==> src/rtl/alu_seq_ctrl_if.sv <==
// Request/response bundle between the multi-cycle control FSM and alu_seq_ctrl.
// The master side issues requests and the slave side (the ALU) answers them.
interface alu_seq_ctrl_if #(
  parameter int WIDTH  = 32,
  parameter int FUNC_W = 6
);
  // Handshake: a request is taken on a rising edge where start && ready.
  // ALUOp/func/a/b matter only on that edge. done pulses for one cycle with
  // operation/result/result_hi/zero/illegal valid. The result fields then hold.
  logic              start;
  logic [1:0]        ALUOp;
  logic [FUNC_W-1:0] func;
  logic [WIDTH-1:0]  a;
  logic [WIDTH-1:0]  b;
  logic              ready;
  logic              done;
  logic [2:0]        operation;
  logic [WIDTH-1:0]  result;
  logic [WIDTH-1:0]  result_hi;
  logic              zero;
  logic              illegal;

  modport master (
    output start, ALUOp, func, a, b,
    input  ready, done, operation, result, result_hi, zero, illegal
  );

  modport slave (
    input  start, ALUOp, func, a, b,
    output ready, done, operation, result, result_hi, zero, illegal
  );
endinterface

==> src/rtl/alu_seq_ctrl.sv <==
// Multi-cycle ALU controller: decodes ALUOp/func, executes, and returns registered results.
// Define ALU_MULT_EN to include the iterative unsigned shift-add multiplier (MULT).
module alu_seq_ctrl #(
  parameter int WIDTH  = 32,
  parameter int FUNC_W = 6
) (
  input  logic          clk,
  input  logic          rst,
  alu_seq_ctrl_if.slave bus,
  output logic [1:0]    state_o
);

  localparam logic [2:0] OP_NOTHING = 3'd0;
  localparam logic [2:0] OP_ADD     = 3'd1;
  localparam logic [2:0] OP_SUB     = 3'd2;
  localparam logic [2:0] OP_AND     = 3'd3;
  localparam logic [2:0] OP_OR      = 3'd4;
  localparam logic [2:0] OP_SLT     = 3'd5;
  localparam logic [2:0] OP_MUL     = 3'd6;

  typedef enum logic [1:0] {
    S_IDLE    = 2'd0,
    S_MUL_RUN = 2'd1,
    S_DONE    = 2'd2
  } state_t;

  state_t           state_q;
  logic             ready_q;
  logic             done_q;
  logic             zero_q;
  logic             illegal_q;
  logic [2:0]       op_q;
  logic [WIDTH-1:0] result_q;
  logic [WIDTH-1:0] result_hi_q;

  logic [2:0]       op_dec;
  logic [WIDTH-1:0] alu_res;

  always_comb begin
    op_dec = OP_NOTHING;
    case (bus.ALUOp)
      2'b00: op_dec = OP_ADD;
      2'b01: op_dec = OP_SUB;
      2'b10: op_dec = OP_SLT;
      default: begin
        case (bus.func)
          FUNC_W'(1):  op_dec = OP_ADD;
          FUNC_W'(2):  op_dec = OP_SUB;
          FUNC_W'(4):  op_dec = OP_AND;
          FUNC_W'(8):  op_dec = OP_OR;
          FUNC_W'(16): op_dec = OP_SLT;
`ifdef ALU_MULT_EN
          FUNC_W'(32): op_dec = OP_MUL;
`endif
          default:     op_dec = OP_NOTHING;
        endcase
      end
    endcase
  end

  always_comb begin
    alu_res = '0;
    case (op_dec)
      OP_ADD:  alu_res = bus.a + bus.b;
      OP_SUB:  alu_res = bus.a - bus.b;
      OP_AND:  alu_res = bus.a & bus.b;
      OP_OR:   alu_res = bus.a | bus.b;
      OP_SLT:  alu_res = {{(WIDTH-1){1'b0}}, ($signed(bus.a) < $signed(bus.b))};
      default: alu_res = '0;
    endcase
  end

`ifdef ALU_MULT_EN
  localparam int CNT_W = $clog2(WIDTH + 1);

  logic [CNT_W-1:0]   cnt_q;
  logic [WIDTH-1:0]   mcand_q;
  // Upper half accumulates partial sums; lower half starts as the multiplier
  // and is shifted out LSB first while product bits shift in behind it.
  logic [2*WIDTH-1:0] acc_q;
  logic [WIDTH:0]     partial;
  logic [2*WIDTH-1:0] acc_step;

  always_comb begin
    partial  = {1'b0, acc_q[2*WIDTH-1:WIDTH]} + (acc_q[0] ? {1'b0, mcand_q} : '0);
    acc_step = {partial, acc_q[WIDTH-1:1]};
  end
`endif

  always_ff @(posedge clk) begin
    if (rst) begin
      state_q     <= S_IDLE;
      ready_q     <= 1'b1;
      done_q      <= 1'b0;
      zero_q      <= 1'b0;
      illegal_q   <= 1'b0;
      op_q        <= OP_NOTHING;
      result_q    <= '0;
      result_hi_q <= '0;
`ifdef ALU_MULT_EN
      cnt_q       <= '0;
      mcand_q     <= '0;
      acc_q       <= '0;
`endif
    end else begin
      case (state_q)
        S_IDLE: begin
          if (bus.start) begin
            op_q    <= op_dec;
            ready_q <= 1'b0;
`ifdef ALU_MULT_EN
            if (op_dec == OP_MUL) begin
              mcand_q <= bus.a;
              acc_q   <= {{WIDTH{1'b0}}, bus.b};
              cnt_q   <= CNT_W'(WIDTH);
              state_q <= S_MUL_RUN;
            end else begin
`else
            begin
`endif
              result_q    <= alu_res;
              result_hi_q <= '0;
              zero_q      <= (alu_res == '0);
              illegal_q   <= (op_dec == OP_NOTHING);
              done_q      <= 1'b1;
              state_q     <= S_DONE;
            end
          end
        end
`ifdef ALU_MULT_EN
        S_MUL_RUN: begin
          acc_q <= acc_step;
          cnt_q <= cnt_q - CNT_W'(1);
          if (cnt_q == CNT_W'(1)) begin
            result_q    <= acc_step[WIDTH-1:0];
            result_hi_q <= acc_step[2*WIDTH-1:WIDTH];
            zero_q      <= (acc_step == '0);
            illegal_q   <= 1'b0;
            done_q      <= 1'b1;
            state_q     <= S_DONE;
          end
        end
`endif
        S_DONE: begin
          done_q    <= 1'b0;
          illegal_q <= 1'b0;
          ready_q   <= 1'b1;
          state_q   <= S_IDLE;
        end
        default: begin
          done_q  <= 1'b0;
          ready_q <= 1'b1;
          state_q <= S_IDLE;
        end
      endcase
    end
  end

  assign bus.ready     = ready_q;
  assign bus.done      = done_q;
  assign bus.operation = op_q;
  assign bus.result    = result_q;
  assign bus.result_hi = result_hi_q;
  assign bus.zero      = zero_q;
  assign bus.illegal   = illegal_q;
  assign state_o       = state_q;

endmodule

==> src/flat_wrapper.sv <==
// flat-port wrapper written by rule: the top's interface ports become plain ports
module alu_seq_ctrl_flat 
#(
  parameter int WIDTH  = 32,
  parameter int FUNC_W = 6
)
  (clk, rst, state_o, bus_start, bus_ALUOp, bus_func, bus_a, bus_b, bus_ready, bus_done, bus_operation, bus_result, bus_result_hi, bus_zero, bus_illegal);
  alu_seq_ctrl_if #(.WIDTH(WIDTH), .FUNC_W(FUNC_W)) bus_i ();
  input  logic clk;
  input  logic rst;
  output logic [1:0] state_o;
  input wire logic [$bits(bus_i.start)-1:0] bus_start;
  input wire logic [$bits(bus_i.ALUOp)-1:0] bus_ALUOp;
  input wire logic [$bits(bus_i.func)-1:0] bus_func;
  input wire logic [$bits(bus_i.a)-1:0] bus_a;
  input wire logic [$bits(bus_i.b)-1:0] bus_b;
  output wire logic [$bits(bus_i.ready)-1:0] bus_ready;
  output wire logic [$bits(bus_i.done)-1:0] bus_done;
  output wire logic [$bits(bus_i.operation)-1:0] bus_operation;
  output wire logic [$bits(bus_i.result)-1:0] bus_result;
  output wire logic [$bits(bus_i.result_hi)-1:0] bus_result_hi;
  output wire logic [$bits(bus_i.zero)-1:0] bus_zero;
  output wire logic [$bits(bus_i.illegal)-1:0] bus_illegal;
  assign bus_i.start = bus_start;
  assign bus_i.ALUOp = bus_ALUOp;
  assign bus_i.func = bus_func;
  assign bus_i.a = bus_a;
  assign bus_i.b = bus_b;
  assign bus_ready = bus_i.ready;
  assign bus_done = bus_i.done;
  assign bus_operation = bus_i.operation;
  assign bus_result = bus_i.result;
  assign bus_result_hi = bus_i.result_hi;
  assign bus_zero = bus_i.zero;
  assign bus_illegal = bus_i.illegal;
  alu_seq_ctrl #(.WIDTH(WIDTH), .FUNC_W(FUNC_W)) u_core (.clk(clk), .rst(rst), .bus(bus_i), .state_o(state_o));
endmodule
==> config.mk <==
export PLATFORM = sky130hd
export DESIGN_NAME = alu_seq_ctrl_flat
export DESIGN_NICKNAME = d
export VERILOG_FILES = /design/src/rtl/alu_seq_ctrl_if.sv /design/src/rtl/alu_seq_ctrl.sv /design/src/flat_wrapper.sv
export SDC_FILE = /design/constraint.sdc
export NUM_CORES = 1
export LEC_CHECK = 0
export ABC_CLOCK_PERIOD_IN_PS = 11200
export BUFFER_PORTS_ARGS = -buffer_cell sky130_fd_sc_hd__buf_2
export CAP_MARGIN = 20
export CORE_AREA = 2 2 131 133
export CTS_CLUSTER_SIZE = 20
export DETAILED_ROUTE_END_ITERATION = 6
export DIE_AREA = 0 0 133 135
export GPL_TIMING_DRIVEN = 0
export PLACE_DENSITY = 0.66
export SLEW_MARGIN = 30
export SYNTH_ARGS = -nofsm -noshare
export SYNTH_HDL_FRONTEND = slang
export SYNTH_SLANG_ARGS = --single-unit
==> constraint.sdc <==
create_clock -name clk -period 11.2 [get_ports clk]
set_input_delay 1.12 -clock clk [delete_from_list [all_inputs] [get_ports clk]]
set_output_delay 1.12 -clock clk [all_outputs]
set_load 0.02 [all_outputs]
==> results_dict.tcl <==
set metrics [dict create \
    post-route-period-util_pct 46.6 \
    slowest_stage "a211oi_1" \
    maxCapViolations 0 \
    cts_hold_buf 0 \
    root_buffer "clkbuf_16" \
    vias_per_cell 6.00 \
    io_pins 148 \
    grtUsageTotal_pct 28.2 \
    crit_arrival_ns 5.45 \
    final-hold-violation-count 0 \
    routed_wirelength_mm 26.0 \
    start_util_pct 43.6 \
    yosys_register_bits 39 \
    outcome "complete, no violations" \
    slowest_delay_ns 0.73 \
    layout.cells.most_common "buf_2" \
    rsz0062_at_grt "no" \
    dp_hpwl_mm 21.2 \
    cts_setup_buffers 0 \
    p_switching_mw 0.311 \
    tns_ns 0 \
    drtIter0Drc 717 \
    drive_gt1_share_pct 16.8 \
    die-area_um2 18000 \
    port_buffers 111 \
    core_area_um2 16400 \
    insertion_delay_ns 0.28 \
    synthArstFlopShare_pct 0 \
    antenna_left 0 \
    cts_tree "built" \
    path_clk_slew_ns 0.06 \
    finalSetupViolCount 0 \
    ys_seq_area_share_pct 10.9 \
    layout.nets 1361 \
    clock_power_share_pct 23.8 \
    cp_top_family "simple AND/OR/NAND/NOR gates" \
    die_x_um 133 \
    diodes 0 \
    cts_resized 0 \
    p_total_mw 0.706 \
    grt_max_degree 13 \
    worstSetupPathType "in -> reg" \
    min-delay-path-class "reg -> reg" \
    tightest_slew_ns 0.855 \
    clockBufferDepth 2 \
    grt-ovfl-total 0 \
    required_ns 11.43 \
    p_int_mw 0.395 \
    grt_pass1_wl_mm 40.8 \
    swShare_pct 44.0 \
    fp-row-count 47 \
    antenna_found_initial 0 \
    endpoint_kind "register" \
    drc 0 \
    p_seq_share_pct 22.5 \
    powerDensity_nw_per_um2 85.2 \
    cts_buffers 5 \
    wl_per_cell_um 18.5 \
    slew_headroom_pct 41.5 \
    finalInstanceArea_um2 8290 \
    layout_common_cells "buf_2 (130), ha_1 (101), inv_1 (97)" \
    p_leak_nw 3.88 \
    synth_edf_count 0 \
    report.final.slew_viol_count 0 \
    htree_levels 2 \
    synthToLayoutAreaGrowth_pct 15.9 \
    fp.dieH_um 135 \
    first_pass_iters 6 \
    yosysWarnings 0 \
    vias 8424 \
    ir_worst_vdd_uv 89.2 \
    crit_buf_inv 3 \
    cp_cell_sequence "buf_2, inv_1, ha_1, buf_2, nor2b_1, nor3_1, a21oi_1, a211oi_1, a21oi_1, o32ai_1, or4bb_1, or4_1, nor4_1, and4_1, a41o_1" \
    syn_area_um2 7150 \
    utilization_pct 50.5 \
    combinationalPowerShare_pct 53.8 \
    fmaxAchievable_mhz 191 \
    syn_area_per_cell_um2 6.92 \
    postSynthCellCount 1033 \
    placed_cell_area_um2 8120 \
    worstSetupStartpointType "input port" \
    final.min_clock_period_ns 5.22 \
    cp_max_fo 9 \
    synth_flop_cell "dfxtp_1" \
    cts_sinks 39 \
    place_congestion 0.951 \
    synthDistinctLibCells 82 \
    skew_ns 0.00405 \
    first_global_vias 7664 \
]
==> tightest hold or removal path: stages (launching register included) <==
cell     delay, ns
dfxtp_1       0.31
nand2_1       0.05
a21oi_1       0.05
==> stage by stage <==
stage	instances	hold WS (ns)	setup slack [ns]
floorplan	1065	0.525	6.85
global placement	1396	0.439	5.87
detailed placement	1396	0.444	5.91
CTS	1404	0.452	6.18
global route	1404	0.470	5.87
finish	1404	0.455	5.98
==> Yosys cell counts (7+ instances only) <==
cell type / number / area share, %
ha_1: 101 / 18
inv_1: 97 / 5.1
nor2_1: 91 / 4.8
nand2_1: 87 / 4.6
a21oi_1: 83 / 5.8
o21ai_0: 59 / 4.1
a211oi_1: 39 / 4.1
dfxtp_1: 39 / 11
buf_4: 35 / 3.7
nor3_1: 34 / 2.4
clkbuf_1: 32 / 1.7
nand3_1: 22 / 1.5
buf_2: 19 / 1.3
o211ai_1: 19 / 2.0
o31ai_1: 15 / 1.6
nor2b_1: 13 / 1.1
a31oi_1: 12 / 1.0
nor4_1: 12 / 1.0
o21a_1: 12 / 1.3
o21bai_1: 12 / 1.3
nand4_1: 10 / 0.87
xnor2_1: 10 / 1.2
a21o_1: 9 / 0.94
a221oi_1: 9 / 1.1
o22ai_1: 8 / 0.70
or4_1: 8 / 0.84
nand2b_1: 7 / 0.61
o221ai_1: 7 / 0.86
==> area by class of cell <==
type / instances / area [um^2]
Buffer: 92 / 500
Multi-Input combinational cell: 832 / 5620
Timing Repair Buffer: 111 / 556
Tap cell: 220 / 275
Inverter: 102 / 383
Clock buffer: 6 / 139
Fill cell: 1723 / 8120
Clock inverter: 2 / 35.0
Sequential cell: 39 / 781
==> cells by family (layout without fill, tap and decap cells) <==
family	Yosys count	count (layout)	share of synthesized area, %
flops	39	39	10.9
mux	5	5	0.717
fa+ha+maj	103	103	18.2
xor+xnor	15	15	1.84
compound gates	361	361	34.6
other cells	1	33	0.0524
buf+inv	194	313	12.4
simple gates	315	315	21.3
==> power groups by stage <==
stage / sequential [mW] / combinational, mW / clock, mW
finish: 0.159 / 0.380 / 0.168
CTS: 0.158 / 0.370 / 0.167
detailed placement: 0.161 / 0.368 / 0
floorplan: 0.172 / 0.248 / 0
global placement: 0.161 / 0.366 / 0
global route: 0.159 / 0.414 / 0.175
==> registers in the layout (all words and copies together) (netlist names) <==
name / count
u_core.bus.result: 32
u_core.bus.operation: 3
u_core.bus.illegal: 1
u_core.bus.ready: 1
u_core.bus.zero: 1
u_core.state_o: 1
==> final timing paths <==
path	start	slack, ns	to	depth (start not counted)
min	u_core.bus.operation[1]$_SDFFE_PP0P_	0.46	u_core.bus.operation[1]$_SDFFE_PP0P_	2
max	bus_b[4]	5.98	u_core.bus.zero$_SDFFE_PP0P_	15
max reg2reg	u_core.state_o[1]$_SDFFE_PP0P_	9.09	u_core.bus.zero$_SDFFE_PP0P_	7
min reg2reg	u_core.bus.operation[1]$_SDFFE_PP0P_	0.46	u_core.bus.operation[1]$_SDFFE_PP0P_	2
==> layer usage <==
layer / vias to the layer above / part of all wire (%) / track usage [%]
met3: 72 / 9.5 / 3.38
li1: 3992 / - / -
met1: 3896 / 44 / 39.9
met4: 0 / 3.2 / 8.06
met2: 464 / 43 / 45.1
met5: - / 0 / 0
No activity file was read; power rests on OpenSTA's default activity.
